===== config.mk =====
export PLATFORM = sky130hd
export DESIGN_NAME = golomb_search_ctrl
export DESIGN_NICKNAME = d
export VERILOG_FILES = /design/src/rtl/golomb_search_ctrl.sv
export SDC_FILE = /design/constraint.sdc
export NUM_CORES = 1
export LEC_CHECK = 0
export ABC_AREA = 0
export CAP_MARGIN = 20
export CORE_MARGIN = 2
export CORE_UTILIZATION = 45
export CTS_BUF_LIST = sky130_fd_sc_hd__clkbuf_16
export CTS_CLUSTER_SIZE = 20
export DETAILED_ROUTE_END_ITERATION = 8
export PLACE_DENSITY = 0.72
export SLEW_MARGIN = 20
export SYNTH_ARGS = -nofsm -noshare
export SYNTH_HDL_FRONTEND = slang
export SYNTH_SLANG_ARGS = --single-unit

===== constraint.sdc =====
create_clock -name clock -period 2.8 [get_ports clock]
set_clock_uncertainty 0.2 [all_clocks]
set_input_delay 0.28 -clock clock [delete_from_list [all_inputs] [get_ports clock]]
set_output_delay 0.28 -clock clock [all_outputs]
set_load 0.005 [all_outputs]

===== src/rtl/golomb_search_ctrl.sv =====
// Sequencing controller for a Golomb ruler search: steps the mark counters one
// level at a time, records each accepted leaf position and tightens the bound.
module golomb_search_ctrl #(
  parameter int                 NUMPOSITIONS = 5,
  parameter int                 LEVEL_W      = 4,
  parameter int                 VALUE_W      = 8,
  parameter logic [VALUE_W-1:0] INIT_LIMIT   = 8'd17
) (
  input  logic               clock,
  input  logic               reset_n,
  input  logic               start,
  input  logic               abort,
  input  logic [LEVEL_W-1:0] next_enabled,
  input  logic               leaf_success,
  input  logic [VALUE_W-1:0] leaf_val,
  input  logic               all_ready,
  output logic               ctr_reset,
  output logic               globalready,
  output logic [LEVEL_W-1:0] enabled,
  output logic [VALUE_W-1:0] limit,
  output logic [VALUE_W-1:0] best_len,
  output logic               found,
  output logic [15:0]        ruler_cnt,
  output logic [31:0]        step_cnt,
  output logic               busy,
  output logic               done,
  output logic [2:0]         fsm_state
);

  // Handshake: globalready is a one-cycle strobe raised only when all_ready was
  // seen high in ISSUE; counter results are sampled on the edge that ends it.
  typedef enum logic [2:0] {
    IDLE    = 3'd0,
    INIT    = 3'd1,
    ISSUE   = 3'd2,
    CAPTURE = 3'd3,
    DONE    = 3'd4
  } state_t;

  localparam logic [LEVEL_W-1:0] LEAF      = LEVEL_W'(NUMPOSITIONS);
  localparam logic [LEVEL_W-1:0] LEVEL_ONE = LEVEL_W'(1);

  state_t state;
  logic   accept;
  logic   stop;

  assign fsm_state = state;
  assign accept    = (enabled == LEAF) && leaf_success && (leaf_val <= limit);
  assign stop      = (next_enabled == '0) || (next_enabled > LEAF);

  always_ff @(posedge clock or negedge reset_n) begin
    if (!reset_n) begin
      state       <= IDLE;
      ctr_reset   <= 1'b0;
      globalready <= 1'b0;
      enabled     <= '0;
      limit       <= INIT_LIMIT;
      best_len    <= '0;
      found       <= 1'b0;
      ruler_cnt   <= '0;
      step_cnt    <= '0;
      busy        <= 1'b0;
      done        <= 1'b0;
    end else begin
      found <= 1'b0;
      if (abort && state != IDLE) begin
        state       <= IDLE;
        ctr_reset   <= 1'b0;
        globalready <= 1'b0;
        busy        <= 1'b0;
        done        <= 1'b0;
      end else begin
        case (state)
          IDLE: begin
            if (start) begin
              state     <= INIT;
              ctr_reset <= 1'b1;
              busy      <= 1'b1;
              step_cnt  <= '0;
              ruler_cnt <= '0;
              best_len  <= '0;
              limit     <= INIT_LIMIT;
              enabled   <= LEVEL_ONE;
            end
          end
          INIT: begin
            ctr_reset <= 1'b0;
            state     <= ISSUE;
          end
          ISSUE: begin
            if (all_ready) begin
              globalready <= 1'b1;
              if (step_cnt != '1) step_cnt <= step_cnt + 32'd1;
              state <= CAPTURE;
            end
          end
          CAPTURE: begin
            globalready <= 1'b0;
            // A ruler found together with next_enabled==0 is still recorded.
            if (accept) begin
              best_len <= leaf_val;
              limit    <= (leaf_val == '0) ? '0 : leaf_val - VALUE_W'(1);
              found    <= 1'b1;
              if (ruler_cnt != '1) ruler_cnt <= ruler_cnt + 16'd1;
            end
            if (stop) begin
              state <= DONE;
              busy  <= 1'b0;
              done  <= 1'b1;
            end else begin
              enabled <= next_enabled;
              state   <= ISSUE;
            end
          end
          DONE: begin
            if (!start) begin
              state <= IDLE;
              done  <= 1'b0;
            end
          end
          default: state <= IDLE;
        endcase
      end
    end
  end

endmodule


* Yosys cells after proc, flatten, opt, wreduce, memory -nomap -nowiden *
Index checks and enable logic that the tools add are counted.

storage, ports and cells
  RAM bits = 0
  memories kept = 0
  memory bits (read-only) = 0
  bits in latches = 0
  word-level logic and storage cells = 97
  output and inout port bits = 76
  register bits after elaboration = 76
  bits of input ports = 18

operators by class
  equality and inequality tests = 17
  multiplexer cells = 40
  bitwise gates (word level) = 1
  order comparisons = 2
  reduce and logical (&&, ||, !) cells = 23
  multiply operators = 0
  divide/modulo/power cells = 0
  shift operators = 0
  add/sub/neg operators = 3

operator list
  kind                                           count
  two-way mux 32 bit                             3
  one-hot mux 32 bit (2 select lines)            1
  two-way mux 16 bit                             3
  two-way mux 8 bit                              5
  adder 32 x 1 -> 32 bit, second input constant  1
  inequality test 32 bit, second input constant  1
  one-hot mux 16 bit (2 select lines)            1
  one-hot mux 8 bit (2 select lines)             2
  adder 16 x 1 -> 16 bit, second input constant  1
  inequality test 16 bit, second input constant  1
  two-way mux 3 bit                              5
  one-hot mux 3 bit (5 select lines)             1
  nonzero test 3 bit                             5
  two-way mux 1 bit                              12
  inequality test 2 bit, second input constant   6
  inequality test 3 bit, second input constant   4
  AND reduction 5 bit                            2
  AND reduction 3 bit                            3
  <= comparator 8 bit                            1
  logical NOT 8 bit                              1
  two-way mux 4 bit                              2
  one-hot mux 1 bit (2 select lines)             4
  one-hot mux 4 bit (2 select lines)             1
  AND reduction 4 bit                            2
  other kinds (13)                               18

* Longest topological paths before layout *
Gate-level depths: netlist of the first run.

  word-level depth = 6
  depth in mapped cells = 9
  gate-level depth less buffers = 8

* Worst setup path before layout of the first run *
Ideal clock, no wire load.

  kind = register -> register
  from = register state[1] (netlist: fsm_state[1])
  to = register step_cnt[27]
  required time = 2.475 ns
  arrival = 2.107 ns
  library setup time = 0.125 ns
  buffers on the path = 1
  period minus slack after synthesis = 2.431 ns
  stages on the path, launching flop included = 7
  slack = 0.369 ns
  cells stage by stage = dfrtp_1 nand2b_1 a211o_1 buf_2 or4b_1 a211oi_1 mux2_2

on the way
  cells in the longest elaborated chain, start to end = 4
  elaborated cells on any way between the ends = 11
  those cells by class = eq/ne (4); mux (1); bitwise (1); reduce/logical (5)

RTL lines
  element                                                      RTL line  RTL
  from (decl)                                                  43        state_t state;
  from (signal assigned)                                       53        state <= IDLE;
  from (signal assigned)                                       67        state <= IDLE;
  from (signal assigned)                                       76        state <= INIT;
  branches (longest 4 deep; another with AND reduction 5 bit)  -
  to (signal assigned)                                         93        if (step_cnt != '1) step_cnt <= step_cnt + 32'd1;
  to (decl)                                                    24        output logic [31:0] step_cnt,

Several ways; the timed one is not identified.
A chain may end at the register's enable or synchronous reset.

* Final worst setup path of the first run *
  from = register step_cnt[0]
  to = register step_cnt[9]

on the way
  cells in the longest elaborated chain, start to end = 4
  elaborated cells on any way between the ends = 7
  those cells by class = add/sub (1); eq/ne (2); mux (3); reduce/logical (1)

RTL lines
  element                              RTL line  RTL
  adder 32 x 1 -> 32 bit               93
  two-way mux 32 bit                   93
  two-way mux 32 bit                   91        if (all_ready) begin
  one-hot mux 32 bit (2 select lines)  73        case (state)

Several ways; a longest one is shown, not always the timed one. The select of a mux whose other input is x is not followed.

==> metrics.md, run 1 <==
| Metric | Value |
|---|---|
| CTS tree | built |
| Vias in the first global route | between 4000 and 5000 |
| Setup tns final | 0 ps |
| Pwr per Cell Area | 504 nW/um2 |
| Largest net degree at the start of global routing | 77 |
| Req. time, crit path | between 2000 and 3000 ps |
| Asr flop ratio synth | 100% |
| Peak fanout along the critical path | 18 |
| Max IR drop VDD | between 0.3 and 0.4 mV |
| Crit share post-route | between 90% and 100% |
| Avg Cell Area, Syn | 8.92 um2 |
| Via count | ~4300 |
| Cells after synthesis | between 400 and 500 |
| Hold EP | best_len[2] |
| Path type of the worst min-delay path | reg -> reg |
| Setup Fix Bufs, Post-CTS | 0 |
| Die area | 10600 um2 |
| Worst-path clk slew | ~60 ps |
| Synthesized Nets | about 530 |
| Worst hold margin | between 200 and 300 ps |
| Crit path largest cell delay | ~500 ps |
| WL/cell | about 16 um |
| YS warnings | 0 |
| Met1 Use GR | between 20 and 30% |
| Post-DP HPWL | 8530 um |
| Final hold vios | 0 |
| Deepest clock path buffer count | 2 |
| Port Buffers | 93 |
| Core area | 9640 um2 |
| Final WS setup | roughly 240 ps |
| Number of cells on the worst reg-to-reg path | 8 |
| First DRT Iteration DRCs | 147 |
| Slew HR | between 30% and 40% |
| Area Growth Syn to Fin | 35.5% |
| Total GRT Usage | 22.9% |
| Synth Register Bits | 76 |
| RSZ-0062 raised after global routing | false |
| Hold Crit Depth | 1 |
| Register-to-register path setup slack | between 200 and 250 ps |
| CTS root buf | clkbuf_16 |
| Setup Crit Path Kind | reg -> reg |
| # IOs | 94 |
| RR Endpoint | step_cnt[9] |
| GPL Wtd Cong | 0.865 |
| ANT cells | 0 |
| Starting density of the core | between 40% and 50% |
| Crit path capture type | register |
| Lkg Pwr | ~2.5 nW |
| Critical path's slowest cell | nor4_4 |
| Prevailing post-synth register cell | dfrtp_1 |
| H-tree level count | 3 |
| Placed cells | around 730 |
| DR DRC count | 0 |
| EDFF count, synth | 0 |
| # rows | 36 |
| Status | complete, no violations |
| Final nets | 643 |
| Mapped cell area | approximately 4400 um2 |
| Global Route met3 Usage | 4.84% |
| Finished Layout Cells | 751 |
| First drt pass iteration count | 5 |
| Seq/Total Area, Yosys | roughly 43% |
| Drt total wl | 11700 um |
| Global-route wire length before repair | approximately 19000 um |
| Grt peak-use layer | met2 |
| Setup violators final | 0 |
| Count of cell types in the netlist | 56 |
| Hold path start | best_len[2] |
| Worst slack at placement | around 61 ps |
| Clk_lat worst skew | around 330 ps |
| Pins Over Slew Limit | 0 |
| FF-to-FF Start | step_cnt[0] |
| Layout cells sized above 1 | about 10% |
| Max Clk Rate | 0.390 GHz |
| Global route overflow | 0 |
| Layout Utilization | 62.2% |
| Initial antenna violation count | 0 |
| Post-DRT Antenna Nets | 0 |
| Max capacitance violation total | 0 |
| DIE WIDTH | around 100 um |
| # clock sinks | 76 |
| Routed vias/inst | 5.67 |
| Min Tclk post-route | ~2600 ps |
| Crit path DAT | 2620 ps |
| Crit path cell chain | ha_1 > nand2_1 > nor4_4 > nor4b_4 > buf_4 > nor3_1 > a21o_1 > a21oi_1 |
| Met2 Use GR | a little under two fifths |
| Least-Margin Pin Slew | 953 ps |
| Critical path startpoint category | register |
| CTS Buf Count | 9 |
| Die span in y | 103 um |
[through the flow]
| stage | instance area (um2) | total power (W) |
|---|---|---|
| finish | 6000 | 0.00302 |
| global route | 6000 | 0.00316 |
| CTS | 6000 | 0.00305 |
| detailed placement | 5680 | 0.00183 |
| global placement | 5680 | 0.00182 |
| floorplan | 4430 | 0.00150 |
[worst max path at each step]
stage	from	endpoint	slack, ps	cells past startpoint
after floorplan	fsm_state[1]	step_cnt[27]	370	6
after global placement	leaf_val[1]	best_len[0]	120	8
after detailed placement	leaf_val[1]	best_len[0]	60	8
after CTS	step_cnt[0]	step_cnt[9]	250	8
after global routing	step_cnt[0]	step_cnt[9]	140	8
final	step_cnt[0]	step_cnt[9]	240	8
[Yosys cell counts, types with 9 or more instances]
master / number / area (um2)
dfrtp_1: 74 / 1850
nor4_1: 13 / 81.3
o211ai_1: 10 / 75.1
nand2b_1: 9 / 56.3
nand2_1: 34 / 128
inv_1: 31 / 116
o21ai_0: 30 / 150
clkbuf_1: 9 / 33.8
ha_1: 12 / 150
nand4_1: 19 / 119
nor3_1: 22 / 110
xnor2_1: 24 / 210
a21oi_1: 24 / 120
nor2_1: 55 / 206
and3_1: 9 / 56.3
nand3_1: 26 / 130
[sequential cells by signal (all words and copies together), names as in the netlist]
name and flops:
globalready 1, limit 8, step_cnt 32, busy 1
fsm_state 3, found 1, ctr_reset 1, ruler_cnt 16
enabled 4, done 1, best_len 8
[report_power, final]
group          total [W]  internal, W  switching (W)
combinational   0.000586     0.000280       0.000305
clock            0.00122     0.000768       0.000447
sequential       0.00122      0.00116      0.0000627
[cell usage in the layout (no fill, tap or decap), types with 3 or more instances in the layout]
cell type / n
nand2b_1: 9
xnor2_1: 24
nor2b_1: 5
o21ai_0: 30
and2_1: 5
or3_1: 7
nor2_1: 55
nor4_1: 13
a41oi_1: 3
a31oi_1: 5
buf_4: 28
nand3_1: 26
o211ai_1: 10
nand2_1: 34
nand4_1: 19
clkinv_1: 3
a21oi_1: 24
a22oi_1: 3
clkdlybuf4s50_1: 92
nor3_1: 22
a211oi_1: 6
inv_1: 31
dfrtp_1: 74
mux2_2: 6
and4_1: 4
and3_1: 9
clkbuf_16: 9
ha_1: 12
a21o_1: 7
[per-layer routing]
metal	wire (um)	share of wire, %
met5	0	0
met4	174	1.5
met3	791	6.8
met2	5780	49
met1	4980	42
[logic make-up (layout without fill, tap and decap cells)]
family / count (synthesis) / in the layout / share of synthesized area [%]
xor gates and xnor gates: 26 / 26 / 5.14
AOI/OAI and AO/OA: 101 / 101 / 14.3
DFF: 76 / 76 / 43.0
muxes: 8 / 8 / 1.98
adders and majority gates: 12 / 12 / 3.39
and+or+nand+nor: 225 / 225 / 27.7
buffers and inverters: 48 / 170 / 4.47
[cell type report]
class                           instances  area [um2]
Multi-Input combinational cell        372        2320
Clock buffer                            9         225
Fill cell                             837        3640
Clock inverter                          7        81.3
Inverter                               31         116
Sequential cell                        76        1900
Timing Repair Buffer                  123        1180
Tap cell                              133         166
[what timing repair did]
item	in CTS	in global routing
setup endpoints to repair	0	0
gates resized for setup	0	0
hold endpoints to repair	74	0
hold buffers	1	0
[worst max-delay path, delay by kind of cell, from the launching register on]
kind                     cells  cell delay (ps)
AO/OA/AOI/OAI                2              300
adder cells (fa/ha/maj)      1              230
AND/OR/NAND/NOR              4             1030
buffers and inverters        1              260
flip-flops                   1              470
No activity file was read; power rests on OpenSTA's default activity.
==> inputs of run 2 (changes only) <==
--- a/config.mk
+++ b/config.mk
@@ -6,13 +6,14 @@
 export NUM_CORES = 1
 export LEC_CHECK = 0
 export ABC_AREA = 0
-export CAP_MARGIN = 20
+export CAP_MARGIN = 10
 export CORE_MARGIN = 2
 export CORE_UTILIZATION = 45
 export CTS_BUF_LIST = sky130_fd_sc_hd__clkbuf_16
 export CTS_CLUSTER_SIZE = 20
 export DETAILED_ROUTE_END_ITERATION = 8
 export PLACE_DENSITY = 0.72
+export RECOVER_POWER = 25
 export SLEW_MARGIN = 20
 export SYNTH_ARGS = -nofsm -noshare
 export SYNTH_HDL_FRONTEND = slang
==> run 2 against run 1 <==
Sequential share of layout area about the same; sequential power about the same; critical path depth stayed put; via count fell by 0.73%; global-route usage did not move; routed wire length up 0.17%; utilization is essentially flat; design area hardly changed; critical endpoint unchanged; largest cell class unchanged; highest routed layer unchanged.
==> metrics.md, run 2 (synthesis results as in run 1) <==
| Metric | Value |
|---|---|
| Status | complete, no violations |
| Initial antenna violation count | 0 (unchanged) |
| Seq. cell area | 1900 um2 (unchanged) |
| Register-to-register path setup slack | 250 ps (about the same) |
| Setup tns final | 0 ps (unchanged) |
| Post-CTS sizing | 0 (unchanged) |
| Via count | 4227 (-0.73%) |
| Area Growth Syn to Fin | 35.4% (about the same) |
| Setup violators final | 0 (unchanged) |
| # rows | 36 (unchanged) |
| WL/cell | 15.6 um (+0.17%) |
| First DRT Iteration DRCs | 174 (+18%) |
| Post-DP HPWL | 8530 um (unchanged) |
| DR DRC count | 0 (unchanged) |
| Least-Margin Pin Slew | 962 ps (+8.88 ps) |
| Vias in the first global route | 4038 (unchanged) |
| Die area | 10600 um2 (unchanged) |
| Fill count | 837 (unchanged) |
| Path type of the worst min-delay path | reg -> reg |
| Max FFs per register | 32 (unchanged) |
| Pins Over Slew Limit | 0 (unchanged) |
| Worst slack at placement | 60.6 ps (unchanged) |
| Most frequent cells in the layout | clkdlybuf4s50_1 (90), dfrtp_1 (74), nor2_1 (55), nand2_1 (34), inv_1 (31) |
| Max Clk Rate | 0.392 GHz (+0.37%) |
| Largest net degree at the start of global routing | 77 (unchanged) |
| # IOs | 94 (unchanged) |
| Min Tclk post-route | 2550 ps (-9.46 ps) |
| Layout cells sized above 1 | 9.87% (-0.16 points) |
| Crit path DAT | 2610 ps (about the same) |
| Hold EP | best_len[2] |
| Global-route wire length before repair | 19200 um (unchanged) |
| Critical path startpoint category | register |
| Setup Fix Bufs, Post-CTS | 0 (unchanged) |
| First drt pass iteration count | 5 (unchanged) |
| CTS root buf | clkbuf_16 |
| RSZ-0062 raised after global routing | false |
| # clock sinks | 76 (unchanged) |
| Pwr per Cell Area | 504 nW/um2 (+0.11%) |
| FF-to-FF Start | step_cnt[0] |
| Largest Register | step_cnt |
| Final nets | 643 (unchanged) |
| CTS Buf Count | 9 (unchanged) |
| Slew HR | 35.9% (-0.59 points) |
| Total GRT Usage | 22.9% (unchanged) |
| GPL Wtd Cong | 0.865 (unchanged) |
| Global route overflow | 0 (unchanged) |
| Drt total wl | 11700 um (+0.17%) |
| DIE WIDTH | 103 um (unchanged) |
| Req. time, crit path | 2860 ps (about the same) |
| Core area | 9640 um2 (unchanged) |
| Clk_lat worst skew | 330 ps (about the same) |
| H-tree level count | 3 (unchanged) |
| Number of cells on the worst reg-to-reg path | 8 (unchanged) |
| Deepest clock path buffer count | 2 (unchanged) |
| Crit share post-route | 91.1% (-0.34 points) |
| Max IR drop VDD | 0.334 mV (+0.33%) |
| Starting density of the core | 45.9% (unchanged) |
| Lkg Pwr | 2.46 nW (about the same) |
| Routed vias/inst | 5.63 (-0.73%) |
| Post-DRT Antenna Nets | 0 (unchanged) |
| Crit path capture type | register |
| Hold Crit Depth | 1 (unchanged) |
| Port Buffers | 93 (unchanged) |
| Largest registers | step_cnt (32), ruler_cnt (16) |
| Footprint of the multi-input gates | 2320 um2 (unchanged) |
| RR Endpoint | step_cnt[9] |
| Final WS setup | 248 ps (+9.46 ps) |
| ANT cells | 0 (unchanged) |
| Final hold vios | 0 (unchanged) |
| Worst-path clk slew | 60 ps (about the same) |
| Most common cell after layout, fill and taps aside | clkdlybuf4s50_1 |
| CTS Hold Bufs | 1 (unchanged) |
| Die span in y | 103 um (unchanged) |
| Peak fanout along the critical path | 18 (unchanged) |
| Hold path start | best_len[2] |
| Setup Crit Path Kind | reg -> reg |
| Max capacitance violation total | 0 (unchanged) |
| CTS tree | built |
[run 2: worst max-delay path by stage]
stage / start / endpoint / slack, ps / cells after the start
2_1_floorplan: fsm_state[1] / step_cnt[27] / 370 / 6
3_3_place_gp: leaf_val[1] / best_len[0] / 120 / 8
3_5_place_dp: leaf_val[1] / best_len[0] / 60 / 8
4_1_cts: step_cnt[0] / step_cnt[9] / 250 / 8
5_1_grt: fsm_state[2] / step_cnt[9] / 140 / 7
6_report: step_cnt[0] / step_cnt[9] / 250 / 8
[run 2: metal layers]
| layer | vias to the layer above | routed length, um | global-route usage (%) |
|---|---|---|---|
| met5 | - | 0 | 0 |
| met4 | 0 | 170 | 7.29 |
| met3 | 17 | 751 | 4.84 |
| met2 | 139 | 5790 | 38.3 |
| met1 | 2038 | 5030 | 29.8 |
| li1 | 2033 | - | - |
[run 2: final cells by class]
type | count | share of cell area, %
tap | 133 | 2.78
multi-input combinational | 372 | 38.8
clock buffer | 9 | 3.76
timing repair buffer | 123 | 19.6
inverter | 31 | 1.94
sequential | 76 | 31.8
clock inverter | 7 | 1.36
[run 2: per-stage QoR]
step	cell area, um2	hold slack [ps]	cells	total power (W)	util (%)
after floorplan	4430	-216	496	0.00150	-
after global placement	5680	264	734	0.00182	59.0
after detailed placement	5680	274	734	0.00183	59.0
after CTS	6000	287	751	0.00305	62.2
after global routing	6000	302	751	0.00316	62.2
final	6000	284	751	0.00302	62.2
[run 2: worst max-delay path, cell delays in order (launching register included)]
cell and delay, ps:
dfrtp_1 460, ha_1 230, nand2_1 120, nor4_4 500, nor4b_4 290, buf_4 250
nor3_1 120, a21o_1 190, a21oi_1 110
[run 2: report_power, final]
group | total (W) | internal [W] | switching (W)
sequential | 0.00122 | 0.00116 | 0.0000627
combinational | 0.000585 | 0.000279 | 0.000305
clock | 0.00122 | 0.000768 | 0.000450
total | 0.00302 | 0.00221 | 0.000818
==> RTL edit 1 (config.mk and constraints of run 2) <==
Change the parameter `LEVEL_W` from 4 to 5.
--- a/src/rtl/golomb_search_ctrl.sv
+++ b/src/rtl/golomb_search_ctrl.sv
@@ -4,3 +4,3 @@
   parameter int                 NUMPOSITIONS = 5,
-  parameter int                 LEVEL_W      = 4,
+  parameter int                 LEVEL_W      = 5,
   parameter int                 VALUE_W      = 8,
Ports: changed (resized enabled and next_enabled); port bits go from 94 to 96. The function was not compared with the original's and may differ.
==> RTL edit 1 against run 2 <==
The run now ends with capacitance limit, slew limit left; combinational power down 17%; cell area down 4.1%; sequential cell count up 1; sequential share of layout area up 1.8 points; cell count down 11%; largest cell class unchanged; routed wire length down 7.5%; worst setup slack worse by 0.089 ns; area after synthesis down 5.2%; synthesized cell count down 13%; total power down 6.6%.
==> RTL edit 1: results <==
[run_status]
status = finished, violations left
failed_checks = capacitance limit, slew limit

[finish]
fillers = 759
buf_share_pct = 20.6
drive_gt1_share_pct = 10.8
multiInputGateArea_mm2 = 0.00212
utilization_pct = 62.8
sh_seq_area_pct = 33.6
signal_buffers = 126
comb.multi_input.count = 318
finalNonFillerCells = 669
nonClockInverterCount = 21
antenna-diode-count = 0
fin_nets = 584

[critical_path]
r2r_start = limit[4]$_DFFE_PN1P_
cp_slowest_cell = dfstp_2
arrival_ns = 2.66
rr_worst_depth = 9
critPathMaxFanout = 16
critPathMaxStageDelay_ns = 0.53

[yosys]
mappedNetlistNets = 464
synthXorXnorAreaFrac_pct = 6.68
synth_seq_area_share_pct = 46.0
synth.area.mux_share_pct = 0.477
synthAdderAreaFrac_pct = 3.58
synth_compound_area_share_pct = 15.0
yosys-top-cells-area = dfrtp_1, nor2_1, ha_1, xnor2_1, xor2_1
ys_top_cells_by_count = dfrtp_1, nor2_1, nand2_1, a21oi_1, nand3_1
synthCells = 433

[global_route]
grt_pass1_wl_mm = 17.9
grt_pass1_vias = 3691
grt_max_degree = 78
grt_util_all_layers_pct = 22.3
grtUsageMet1_pct = 28.7
grt_use_met3_pct = 3.88
use_met2_pct = 38.3

[power_and_ir_drop]
p_switching_mw = 0.773
switching_share_pct = 27.4
p_comb_mw = 0.485
peakVddDrop_mv = 0.277
p_leak_nw = 2.43

[hold_path]
holdPathStages = 2
min-delay-start = limit[0]$_DFFE_PN1P_

[sta]
slew_headroom_pct = -29.7
drv_slew = 78

[place]
place_area_mm2 = 0.00544
port_buffers = 95
gp_congestion = 0.892
dpl.hpwl_mm = 7.71
place_inst = 652
dpl_worst_slack_ns = -0.161

[detailed_routing]
firstDrtPassIters = 4
totalWireLength_mm = 10.9
drt-initial-drc-count = 135
detail_route.vias_per_cell = 5.66

[flow_run]
maxCapViolCount = 1

[floorplanning]
core_area_mm2 = 0.00915
## RTL edit 1: cells by family after synthesis
family | Yosys count
AND/OR/NAND/NOR | 185
AO/OA/AOI/OAI | 87
flip-flops | 77
buffers and inverters | 38
XOR/XNOR | 32
adder cells (fa/ha/maj) | 12
multiplexers | 2
## RTL edit 1: final timing paths
path / slack (ns) / to
worst max-delay path: 0.16 / limit[7]$_DFFE_PN0P_
worst min-delay path: 0.29 / limit[0]$_DFFE_PN1P_
worst max register to register: 0.16 / limit[7]$_DFFE_PN0P_
worst min register to register: 0.29 / limit[0]$_DFFE_PN1P_
max in group asynchronous: 0.40 / step_cnt[14]$_DFFE_PN0P_
min in group asynchronous: 0.84 / limit[6]$_DFFE_PN0P_
## RTL edit 1: metal layers
metal	routed length, um	vias to the layer above
li1	-	1815
met3	493	16
met5	0	-
met4	147	0
met1	4790	1866
met2	5430	91
==> RTL edit 2 (config.mk and constraints of run 2) <==
Made on the original files. Register the output `step_cnt` once more, with the module's reset; this adds one clock of latency there. The other outputs are not delayed to match.
--- a/src/rtl/golomb_search_ctrl.sv
+++ b/src/rtl/golomb_search_ctrl.sv
@@ -42,2 +42,4 @@
 
+  logic [31:0] step_cnt_s0;
+
   state_t state;
@@ -60,3 +62,3 @@
       ruler_cnt   <= '0;
-      step_cnt    <= '0;
+      step_cnt_s0 <= '0;
       busy        <= 1'b0;
@@ -78,3 +80,3 @@
               busy      <= 1'b1;
-              step_cnt  <= '0;
+              step_cnt_s0 <= '0;
               ruler_cnt <= '0;
@@ -92,3 +94,3 @@
               globalready <= 1'b1;
-              if (step_cnt != '1) step_cnt <= step_cnt + 32'd1;
+              if (step_cnt_s0 != '1) step_cnt_s0 <= step_cnt_s0 + 32'd1;
               state <= CAPTURE;
@@ -126,2 +128,10 @@
 
+  always_ff @(posedge clock or negedge reset_n) begin
+    if (!reset_n) begin
+      step_cnt <= '0;
+    end else begin
+      step_cnt <= step_cnt_s0;
+    end
+  end
+
 endmodule
Behaviour: not the same (Yosys sat finds a counterexample within 4 cycles, from zero or initial values and one cycle with reset_n low).
==> RTL edit 2 against run 2 <==
Area after synthesis up 12%; worst setup slack lost 0.093 ns; sequential power increased by 40%; cell count increased by 1.7%; routed wire length increased by 0.87%; total power is 17% higher; via count is 1.1% higher; sequential share of layout area rose by 9.4 points; sequential cell count rose by 32; cell area increased by 9.7%; critical path type unchanged.
==> RTL edit 2: results <==
[run_status]
status = completed

[place]
place_area_mm2 = 0.00630
place_inst = 746
dpl_worst_slack_ns = -0.0534
gp_congestion = 0.891
dpl.hpwl_mm = 8.52

[power_and_ir_drop]
peakVddDrop_mv = 0.279
p_leak_nw = 2.84

[clock_tree]
htree_levels = 3
cts_buffers = 9
cts_max_path_buffers = 2
insertion_delay_ns = 0.35

[critical_path]
rr_worst_depth = 9
ff2ff_setup_slack_ns = 0.16
critPathLaunch = limit[4]$_DFFE_PN1P_
endpoint = ruler_cnt[5]$_DFFE_PN0P_
critPathMaxFanout = 7
critPathMaxStageDelay_ns = 0.53
cp_slowest_cell = dfstp_2

[global_route]
grt_pass1_vias = 4012
grt_max_degree = 85
use_met2_pct = 32.7
grt_use_met3_pct = 3.89
grt_util_all_layers_pct = 20.9
grt_pass1_wl_mm = 19.6
grtUsageMet1_pct = 29.4

[detailed_routing]
wl_met1_mm = 5.46
drt-initial-drc-count = 238
totalWireLength_mm = 11.8
wl_per_cell_um = 15.5
wl_met3_um = 670
routed-wl-met2_mm = 5.51
detail_route.vias_per_cell = 5.59

[yosys]
ys_top_cells_by_count = dfrtp_1, nor2_1, nand2_1, o31ai_1
synthAdderAreaFrac_pct = 3.02
synthXorXnorAreaFrac_pct = 5.10
yosys-top-cells-area = dfrtp_1, nor2_1, o31ai_1, nand2_1, xor2_1
synth_area_per_cell_um2 = 10.1
synth_seq_area_share_pct = 54.3
mappedNetlistNets = 525
synth.area.mux_share_pct = 0.503
synth_compound_area_share_pct = 12.4
synthArstFlopShare_pct = 100
yosysUniqueCellTypes = 51

[sta]
worst_pin_slew_ns = 1.34
hold_slack_ns = 0.219
clock.fmax_ghz = 0.378

[finish]
reg_top3 = step_cnt x32, step_cnt_s0 x32, ruler_cnt x16
drive_gt1_share_pct = 9.46
fin_nets = 649

[hold_path]
hp-class = reg2reg
min-delay-start = step_cnt_s0[10]$_DFFE_PN0P_
holdPathEnd = step_cnt[10]$_DFF_PN0_
holdPathStages = 0
## RTL edit 2: critical path, delay by kind of cell, from the launching register on
family                   cells  cell delay [ns]
AO/OA/AOI/OAI                4             0.85
flip-flops                   1             0.53
buffers and inverters        2             0.25
adder cells (fa/ha/maj)      1             0.27
AND/OR/NAND/NOR              2             0.43
## RTL edit 2: power by group
group          total, mW  internal, mW  switching (mW)
combinational      0.590         0.290           0.300
clock               1.23         0.683           0.545
sequential          1.71          1.63          0.0764
total               3.53          2.61           0.922
## RTL edit 2: what timing repair did
| action | CTS | global route |
|---|---|---|
| resized for setup | 0 | 1 |
| buffers inserted | 0 | 1 |
| setup endpoints to repair | 0 | 2 |
| endpoints found under the hold margin | 24 | 0 |
| hold buffers | 1 | 0 |
## RTL edit 2: final cells by class
class / count / area [um^2]
clock buffer: 9 / 225
clock inverter: 7 / 60.1
fill: 948 / 4260
inverter: 18 / 67.6
multi-input combinational: 350 / 2130
sequential: 108 / 2710
tap: 140 / 175
timing repair buffer: 132 / 1210
